<file path="src/rtl/mantissa_multiplier_seq_if.sv">
// Operand/result bundle for the sequential mantissa multiplier.
// The master drives requests and operands; the slave returns status and results.
interface mantissa_multiplier_seq_if #(
    parameter int W = 23
);
    logic         start_in;
    logic [W-1:0] m_a_in;
    logic [W-1:0] m_b_in;
    logic         busy_out;
    logic         done_out;
    logic [W:0]   normal_m_out;
    logic         exp_inc_out;

    modport master (
        output start_in, m_a_in, m_b_in,
        input  busy_out, done_out, normal_m_out, exp_inc_out
    );

    modport slave (
        input  start_in, m_a_in, m_b_in,
        output busy_out, done_out, normal_m_out, exp_inc_out
    );
endinterface

</file>
<file path="src/rtl/mantissa_multiplier_seq.sv">
// Radix-2 shift-add multiplier for {1,A}*{1,B}, followed by a one-bit normalize step.
// Define MANT_MUL_STICKY_EN to fold all discarded product bits into the guard bit.
module mantissa_multiplier_seq #(
    parameter int MANTISSA_WIDTH = 23
) (
    input  logic                        clk_in,
    input  logic                        rst_in,
    mantissa_multiplier_seq_if.slave    bus
);
    localparam int W  = MANTISSA_WIDTH;
    localparam int PW = 2 * W + 2;
    localparam int CW = $clog2(W + 1);
    localparam logic [CW-1:0] LAST_STEP = CW'(W);

    typedef enum logic [1:0] {IDLE, MULT, NORM} state_e;

    state_e          state_q, state_d;
    logic [W:0]      a_q, a_d;
    logic [W:0]      b_q, b_d;
    logic [PW-1:0]   p_q, p_d;
    logic [CW-1:0]   cnt_q, cnt_d;
    logic [W:0]      norm_q, norm_d;
    logic            exp_inc_q, exp_inc_d;
    logic            done_q, done_d;
    logic [W+1:0]    sum;
    logic            sticky_hi, sticky_lo;
    logic            unused_p_lsb;

    assign unused_p_lsb = p_q[0];

`ifdef MANT_MUL_STICKY_EN
    assign sticky_hi = |p_q[W-1:0];
    assign sticky_lo = |p_q[W-2:0];
`else
    assign sticky_hi = 1'b0;
    assign sticky_lo = 1'b0;
`endif

    // State register
    always_ff @(posedge clk_in or posedge rst_in) begin
        if (rst_in) state_q <= IDLE;
        else        state_q <= state_d;
    end

    // Next-state logic
    always_comb begin
        state_d = state_q;
        case (state_q)
            IDLE:    if (bus.start_in) state_d = MULT;
            MULT:    if (cnt_q == LAST_STEP) state_d = NORM;
            NORM:    state_d = IDLE;
            default: state_d = IDLE;
        endcase
    end

    // Output logic
    always_comb begin
        bus.busy_out     = (state_q != IDLE);
        bus.done_out     = done_q;
        bus.normal_m_out = norm_q;
        bus.exp_inc_out  = exp_inc_q;
    end

    // Each step halves the running sum and adds A at weight 2^(W+1) when the current B bit is set.
    always_comb begin
        a_d       = a_q;
        b_d       = b_q;
        p_d       = p_q;
        cnt_d     = cnt_q;
        norm_d    = norm_q;
        exp_inc_d = exp_inc_q;
        done_d    = 1'b0;
        sum       = {1'b0, p_q[PW-1:W+1]} + (b_q[0] ? {1'b0, a_q} : '0);
        case (state_q)
            IDLE: begin
                if (bus.start_in) begin
                    a_d   = {1'b1, bus.m_a_in};
                    b_d   = {1'b1, bus.m_b_in};
                    p_d   = '0;
                    cnt_d = '0;
                end
            end
            MULT: begin
                p_d   = {sum, p_q[W:1]};
                b_d   = b_q >> 1;
                cnt_d = cnt_q + 1'b1;
            end
            NORM: begin
                if (p_q[PW-1]) begin
                    norm_d    = {p_q[2*W:W+1], p_q[W] | sticky_hi};
                    exp_inc_d = 1'b1;
                end else begin
                    norm_d    = {p_q[2*W-1:W], p_q[W-1] | sticky_lo};
                    exp_inc_d = 1'b0;
                end
                done_d = 1'b1;
            end
            default: ;
        endcase
    end

    always_ff @(posedge clk_in or posedge rst_in) begin
        if (rst_in) begin
            a_q       <= '0;
            b_q       <= '0;
            p_q       <= '0;
            cnt_q     <= '0;
            norm_q    <= '0;
            exp_inc_q <= 1'b0;
            done_q    <= 1'b0;
        end else begin
            a_q       <= a_d;
            b_q       <= b_d;
            p_q       <= p_d;
            cnt_q     <= cnt_d;
            norm_q    <= norm_d;
            exp_inc_q <= exp_inc_d;
            done_q    <= done_d;
        end
    end
endmodule
</file>
<file path="src/flat_wrapper.sv">
// flat-port wrapper written by rule: the top's interface ports become plain ports
module mantissa_multiplier_seq_flat 
#(
    parameter int MANTISSA_WIDTH = 23
)
  (clk_in, rst_in, bus_start_in, bus_m_a_in, bus_m_b_in, bus_busy_out, bus_done_out, bus_normal_m_out, bus_exp_inc_out);
  mantissa_multiplier_seq_if bus_i ();
  input  logic clk_in;
  input  logic rst_in;
  input wire logic [$bits(bus_i.start_in)-1:0] bus_start_in;
  input wire logic [$bits(bus_i.m_a_in)-1:0] bus_m_a_in;
  input wire logic [$bits(bus_i.m_b_in)-1:0] bus_m_b_in;
  output wire logic [$bits(bus_i.busy_out)-1:0] bus_busy_out;
  output wire logic [$bits(bus_i.done_out)-1:0] bus_done_out;
  output wire logic [$bits(bus_i.normal_m_out)-1:0] bus_normal_m_out;
  output wire logic [$bits(bus_i.exp_inc_out)-1:0] bus_exp_inc_out;
  assign bus_i.start_in = bus_start_in;
  assign bus_i.m_a_in = bus_m_a_in;
  assign bus_i.m_b_in = bus_m_b_in;
  assign bus_busy_out = bus_i.busy_out;
  assign bus_done_out = bus_i.done_out;
  assign bus_normal_m_out = bus_i.normal_m_out;
  assign bus_exp_inc_out = bus_i.exp_inc_out;
  mantissa_multiplier_seq #(.MANTISSA_WIDTH(MANTISSA_WIDTH)) u_core (.clk_in(clk_in), .rst_in(rst_in), .bus(bus_i));
endmodule
</file>
<file path="config.mk">
export PLATFORM = sky130hd
export DESIGN_NAME = mantissa_multiplier_seq_flat
export DESIGN_NICKNAME = d
export VERILOG_FILES = /design/src/rtl/mantissa_multiplier_seq_if.sv /design/src/rtl/mantissa_multiplier_seq.sv /design/src/flat_wrapper.sv
export SDC_FILE = /design/constraint.sdc
export NUM_CORES = 1
export LEC_CHECK = 0
export BUFFER_PORTS_ARGS = -buffer_cell sky130_fd_sc_hd__buf_2
export CAP_MARGIN = 10
export CELL_PAD_IN_SITES_DETAIL_PLACEMENT = 0
export CELL_PAD_IN_SITES_GLOBAL_PLACEMENT = 2
export CORE_MARGIN = 2
export CORE_UTILIZATION = 35
export CTS_BUF_LIST = sky130_fd_sc_hd__clkbuf_16
export CTS_CLUSTER_SIZE = 12
export DETAILED_ROUTE_END_ITERATION = 8
export GPL_TIMING_DRIVEN = 1
export PLACE_DENSITY = 0.76
export SLEW_MARGIN = 5
export SYNTH_ARGS = -nofsm -noshare
export SYNTH_HDL_FRONTEND = slang
export SYNTH_SLANG_ARGS = --single-unit
</file>
<file path="constraint.sdc">
create_clock -name clk_in -period 4.95 [get_ports clk_in]
set_clock_uncertainty 0.15 [all_clocks]
set_input_delay 0.99 -clock clk_in [delete_from_list [all_inputs] [get_ports clk_in]]
set_output_delay 0.99 -clock clk_in [all_outputs]
set_load 0.01 [all_outputs]
</file>
==> results of run 1 <==
through the flow:
step / util [%] / hold WS (ns) / cell area, um2 / std cells
after floorplan: - / 0.2759 / 5672 / 641
final: 40.97 / 0.3166 / 6509 / 914
after CTS: 40.97 / 0.3208 / 6509 / 914
after global placement: 39.13 / 0.2925 / 6216 / 898
after detailed placement: 39.13 / 0.3029 / 6216 / 898
after global routing: 40.97 / 0.3488 / 6509 / 914
critical path: stages, from the launching register on:
cell,delay [ns]
dfrtp_1,0.76
and2_1,0.22
ha_1,0.16
inv_1,0.05
fa_1,0.38
nor2b_1,0.23
o31a_1,0.23
a21oi_1,0.12
o21a_1,0.23
o31ai_1,0.28
xnor2_1,0.15
o21ai_0,0.08
power by group through the flow:
stage               combinational [uW]  sequential, uW  clock [uW]
finish                            2230            1530         720
global route                      2520            1590         779
CTS                               2240            1530         744
detailed placement                2240            1550           0
global placement                  2230            1540           0
floorplan                         1770            1430           0
registers in the layout, summed over array words and instances (netlist names):
signal,cells
u_core.b_q,24
u_core.state_q,2
u_core.p_q,26
u_core.cnt_q,5
u_core.bus.normal_m_out,24
u_core.bus.done_out,1
u_core.a_q,24
u_core.bus.exp_inc_out,1
worst min path at each step:
stage	start	to	slack, ns	depth (start not counted)
3_5_place_dp	u_core.a_q[23]	u_core.a_q[23]	0.30	1
6_report	u_core.a_q[23]	u_core.a_q[23]	0.32	1
2_1_floorplan	u_core.a_q[23]	u_core.a_q[23]	0.28	1
5_1_grt	u_core.bus.normal_m_out[0]	u_core.bus.normal_m_out[0]	0.35	2
3_3_place_gp	u_core.a_q[23]	u_core.a_q[23]	0.29	1
4_1_cts	u_core.a_q[23]	u_core.a_q[23]	0.32	1
area by class of cell:
class	count	area (um2)	share of cell area (%)
tap	216	270.3	4.152
clock inverter	7	67.56	1.038
timing repair buffer	81	420.4	6.459
inverter	12	47.55	0.7305
sequential	107	2678	41.14
clock buffer	9	225.2	3.460
multi-input combinational	482	2800	43.02
synth_stat cells (2+ instances only):
master / instances / area share (%)
nand2b_1: 5 / 0.55
or2_2: 3 / 0.33
buf_1: 6 / 0.40
nand3_1: 18 / 1.6
o31ai_1: 2 / 0.26
a211oi_1: 3 / 0.40
o211ai_1: 2 / 0.26
o21a_1: 5 / 0.66
nand4_1: 11 / 1.2
xor2_1: 9 / 1.4
nor2b_1: 2 / 0.22
o21bai_1: 2 / 0.26
and2_1: 24 / 2.6
ha_1: 25 / 5.5
dfrtp_1: 107 / 47
o21ai_1: 2 / 0.18
o21ai_0: 66 / 5.8
o22ai_1: 24 / 2.6
a41oi_1: 2 / 0.31
nor2_1: 62 / 4.1
buf_2: 3 / 0.26
clkbuf_1: 31 / 2.1
o31a_1: 2 / 0.31
a21o_1: 7 / 0.93
inv_1: 12 / 0.79
a21oi_1: 21 / 1.9
nand2_1: 129 / 8.5
a31oi_1: 4 / 0.44
xnor2_1: 11 / 1.7
mux2i_1: 24 / 4.2
per-layer routing:
layer / up-vias / wire length, um / global-route usage [%]
li1: 2304 / - / -
met1: 2160 / 7107 / 24.38
met2: 100 / 5997 / 25.06
met3: 14 / 671 / 3.434
met4: 0 / 211 / 5.857
met5: - / 0 / 0
kinds of logic (layout without fill, tap and decap cells):
logic type,Yosys count,after routing
AO/OA/AOI/OAI,151,151
flip-flops,107,107
buffers and inverters,52,109
adder cells (fa/ha/maj),26,26
AND/OR/NAND/NOR,260,260
XOR/XNOR,20,20
multiplexers,25,25
==> metrics.cfg, run 1 <==
[cts]
clock_sinks = 107
cts_made_buffers = 9
cts-root-buf = clkbuf_16
clkSlewWorstSetupHoldPaths_ns = 0.07
postCtsSetupBuffers = 0
tritoncts = done
cts_resized = 0
hold_buffers = 0
clock_path_buffers = 2
cts.htree.levels = 3
clk_latency_ns = 0.35

[worst_hold_path]
hp-class = register to register

[timing]
fin_tns_setup_ns = 0
max_freq_ghz = 0.3137
grt_setup_unrepaired = no
drv_slew = 0
slew_headroom_pct = 29.71
setup_viol_count_final = 0
fin_crit_sh_pct = 64.40
setup_slack_ns = 1.762
hold_viol = 0
tightest_slew_ns = 1.054
fin_crit_ns = 3.188

[place]
port_buffers = 75
post-place-ws_ns = 1.744
dp_hpwl_um = 10000
gp_congestion = 0.8443

[pwr]
seqPwrFrac_pct = 34.1
pwr-share-clk_pct = 16.1
p_int_uw = 2565
peakVddDrop_mv = 0.2702
p_comb_share_pct = 49.8
power.leakage_uw = 0.003085
power_density_nw_per_um2 = 687.6
swShare_pct = 42.68
switching_power_uw = 1910
power_uw = 4475

[synthesis]
ys_ff_latch = 107
syn-cell-area_um2 = 5672
synth-simple-area-share_pct = 20.05
synth_xor_area_share_pct = 3.088
synth_cells = 641
synthArstFlopShare_pct = 100.0
seq_area_frac_synth_pct = 47.21
synth_top_family_by_area = simple AND/OR/NAND/NOR gates
synthAdderAreaFrac_pct = 5.868
ys_warn_count = 0
synth_compound_area_share_pct = 15.84
synth_edf_count = 0
synth_nets = 716
avgSynthCellArea_um2 = 8.848
dominantRegCellSynth = dfrtp_1
synth_mux_area_share_pct = 4.434
synth.distinct_cells = 47

[critical_path]
reg2reg_to = u_core.p_q[43]
crit_type = register to register
crit_start = u_core.b_q[0]
r2r_cells = 11
crit_fanout = 25
r2r_setup_slack_ns = 1.76
rr_startpoint = u_core.b_q[0]
crit_end = u_core.p_q[43]
crit_arrival_ns = 3.24
worstSetupStartpointType = register
cp_data_required_time_ns = 5.00
end_kind = register

[grt]
grt_usage_pct = 16.84
grt_pass1_vias = 4582
antenna_found_initial = 0
grt_pass1_wl_um = 23610
grt-ovfl-total = 0
grt_max_degree = 84

[routing]
routed_via_density = 5.009
antenna_left = 0
firstDrtPassIters = 4
drc = 0
wl_per_cell_um = 15.30
routed_wl_um = 13990
drtIter0Drc = 225
dr_total_vias = 4578

[die]
die_h_um = 131.3
start_util_pct = 35.70
ios = 76
die_w_um = 131.3
rows = 46
die_area_um2 = 17240
coreArea_um2 = 15890

[finish]
nNetsFinal = 768
final_cell_mix = 128 x nand2_1, 107 x dfrtp_1, 75 x buf_2, 66 x o21ai_0, 62 x nor2_1
drive_gt1_share_pct = 15.33
num_antenna_cells = 0
fillCellCount = 1689
layout_commonest_cell = nand2_1
syn_to_final_growth_pct = 14.76

[job]
max-cap-violations = 0

[run_status]
status = completed

No activity file was read; power rests on OpenSTA's default activity.
==> run 2: changes to the inputs <==
Clock period 4.95 ns to 3 ns, I/O delays scaled along.
==> run 2 against run 1 <==
Net effect: critical endpoint is now u_core.p_q[46]; total power is 69% higher; non-clock buffer count grew 17; routed wire length is 0.23% higher; global-route usage down 0.11 points; cell count up 1.9%; setup slack got worse by 1.6 ns.
==> metrics.cfg, run 2 (same netlist as run 1, synthesis figures left out) <==
[run_status]
status = completed  ; unchanged

[critical_path]
crit_arrival_ns = 2.87  ; was 3.24 ns
rr_startpoint = u_core.b_q[0]  ; unchanged
reg2reg_to = u_core.p_q[46]  ; was u_core.p_q[43]
worstSetupStartpointType = register  ; unchanged
crit_type = register to register  ; unchanged
r2r_cells = 10  ; was 11
end_kind = register  ; unchanged
r2r_setup_slack_ns = 0.18  ; was 1.76 ns
crit_fanout = 12  ; was 25
cp_data_required_time_ns = 3.05  ; was 5.00 ns

[job]
max-cap-violations = 0  ; unchanged

[grt]
grt_max_degree = 108  ; was 84
gr-usage-met2_pct = 25.94  ; was 25.06%
antenna_found_initial = 0  ; unchanged
grt_pass1_vias = 4537  ; was 4582
busiest_layer = met2  ; unchanged
use_met3_pct = 4.012  ; was 3.434%
grt_use_met1_pct = 23.17  ; was 24.38%
grt-ovfl-total = 0  ; unchanged
grt_usage_pct = 16.73  ; was 16.84%
grt_pass1_wl_um = 23050  ; was 23610 um

[place]
gp_congestion = 0.8668  ; was 0.8443
dp.cells = 915  ; was 898
dp_hpwl_um = 10290  ; was 10000 um
port_buffers = 75  ; unchanged
place_area_um2 = 6370  ; was 6216 um2

[cts]
postCtsSetupBuffers = 0  ; unchanged
clock_path_buffers = 2  ; unchanged
clock_sinks = 107  ; unchanged
clkSlewWorstSetupHoldPaths_ns = 0.07  ; about the same
tritoncts = done  ; unchanged
cts.htree.levels = 3  ; unchanged
cts_made_buffers = 9  ; unchanged
clk_latency_ns = 0.34  ; was 0.35 ns
cts-root-buf = clkbuf_16  ; unchanged

[pwr]
power.leakage_uw = 0.003172  ; was 0.003085 uW
peakVddDrop_mv = 0.3438  ; was 0.2702 mV
power_uw = 7579  ; was 4475 uW
power_density_nw_per_um2 = 1139  ; was 687.6 nW/um2

[routing]
routed_wl_um = 14020  ; was 13990 um
wl_per_cell_um = 15.06  ; was 15.30 um
dr_total_vias = 4526  ; was 4578
antenna_left = 0  ; unchanged
drtIter0Drc = 195  ; was 225
firstDrtPassIters = 4  ; unchanged
routed_via_density = 4.861  ; was 5.009
drc = 0  ; unchanged

[finish]
layout_commonest_cell = nand2_1  ; unchanged
num_antenna_cells = 0  ; unchanged
largest_register_ffs = 26  ; unchanged
finish.instance_area_um2 = 6655  ; was 6509 um2
top_register = u_core.p_q  ; unchanged
layout.cells.non_filler = 931  ; was 914
syn_to_final_growth_pct = 17.34  ; was 14.76%
drive_gt1_share_pct = 17.20  ; was 15.33%
final_cell_mix = 128 x nand2_1, 106 x dfrtp_1, 75 x buf_2, 66 x o21ai_0, 62 x nor2_1  ; was 128 x nand2_1, 107 x dfrtp_1, 75 x buf_2, 66 x o21ai_0, 62 x nor2_1
nNetsFinal = 785  ; was 768

[timing]
grt_setup_unrepaired = no  ; unchanged
drv_slew = 0  ; unchanged
fin_crit_sh_pct = 94.11  ; was 64.40%
fin_tns_setup_ns = 0  ; unchanged
max_freq_ghz = 0.3542  ; was 0.3137 GHz
fin_crit_ns = 2.823  ; was 3.188 ns
hold_viol = 0  ; unchanged
setup_viol_count_final = 0  ; unchanged
tightest_slew_ns = 1.059  ; was 1.054 ns
slew_headroom_pct = 29.15  ; was 29.71%

[die]
die_h_um = 131.3  ; unchanged
die_area_um2 = 17240  ; unchanged
die_w_um = 131.3  ; unchanged
start_util_pct = 35.70  ; unchanged
rows = 46  ; unchanged
coreArea_um2 = 15890  ; unchanged
ios = 76  ; unchanged

[worst_hold_path]
hp-class = input pin to async pin  ; was register to register

[run 2: cell types whose count changed in the layout (fill, tap and decap cells not counted)]
cell      before  now
dfrtp_1      107  106
clkinv_1       1    3
inv_4          1    0
dfrtp_2        0    1
buf_12         0    2
buf_4          6   21
clkinv_4       1    0
[run 2: what timing repair did]
item / in CTS / in global routing
gates resized for setup: 0 / 1
hold buffers: 0 / 0
endpoints found under the setup margin: 0 / 4
[run 2: area by class of cell]
type	instances	area, um2
clock buffers	9	225.2
clock inverters	7	58.81
fillers	1640	9230
inverters	12	48.80
multi-input cells	482	2800
flip-flops and latches	107	2679
well taps	216	270.3
repair buffers	98	573.1
[run 2: critical path: stages (launching register included)]
cell	delay [ns]
dfrtp_2	0.48
buf_4	0.19
and2_1	0.15
ha_1	0.29
and2_4	0.19
a221o_1	0.34
a311o_1	0.33
a31oi_1	0.15
a21boi_2	0.19
xor2_1	0.16
o21ai_1	0.07
[run 2: worst max-delay path by stage]
stage	slack (ns)	endpoint	start
2_1_floorplan	0.34	u_core.p_q[43]	u_core.b_q[0]
3_3_place_gp	0.18	u_core.p_q[46]	u_core.b_q[0]
3_5_place_dp	0.12	u_core.p_q[46]	u_core.b_q[0]
4_1_cts	0.10	u_core.p_q[46]	u_core.b_q[0]
5_1_grt	0.01	u_core.p_q[46]	u_core.b_q[0]
6_report	0.18	u_core.p_q[46]	u_core.b_q[0]
[run 2: power breakdown]
part / total [uW] / switching [uW] / internal, uW
Clock: 1160 / 524 / 638
Sequential: 2500 / 457 / 2040
Combinational: 3920 / 2190 / 1730
[run 2: through the flow]
step	setup WS, ns	utilization (%)	hold WS [ns]
after global routing	0.01294	41.90	0.2881
after floorplan	0.3364	-	0.2759
after detailed placement	0.1184	40.10	0.2987
after global placement	0.1804	40.10	0.2927
final	0.1766	41.90	0.2521
after CTS	0.1030	41.89	0.2808
[run 2: routing by layer]
metal,vias to the layer above,wire (um)
met1,2082,6938
li1,2347,-
met5,-,0
met4,0,183
met3,11,724
met2,86,6173
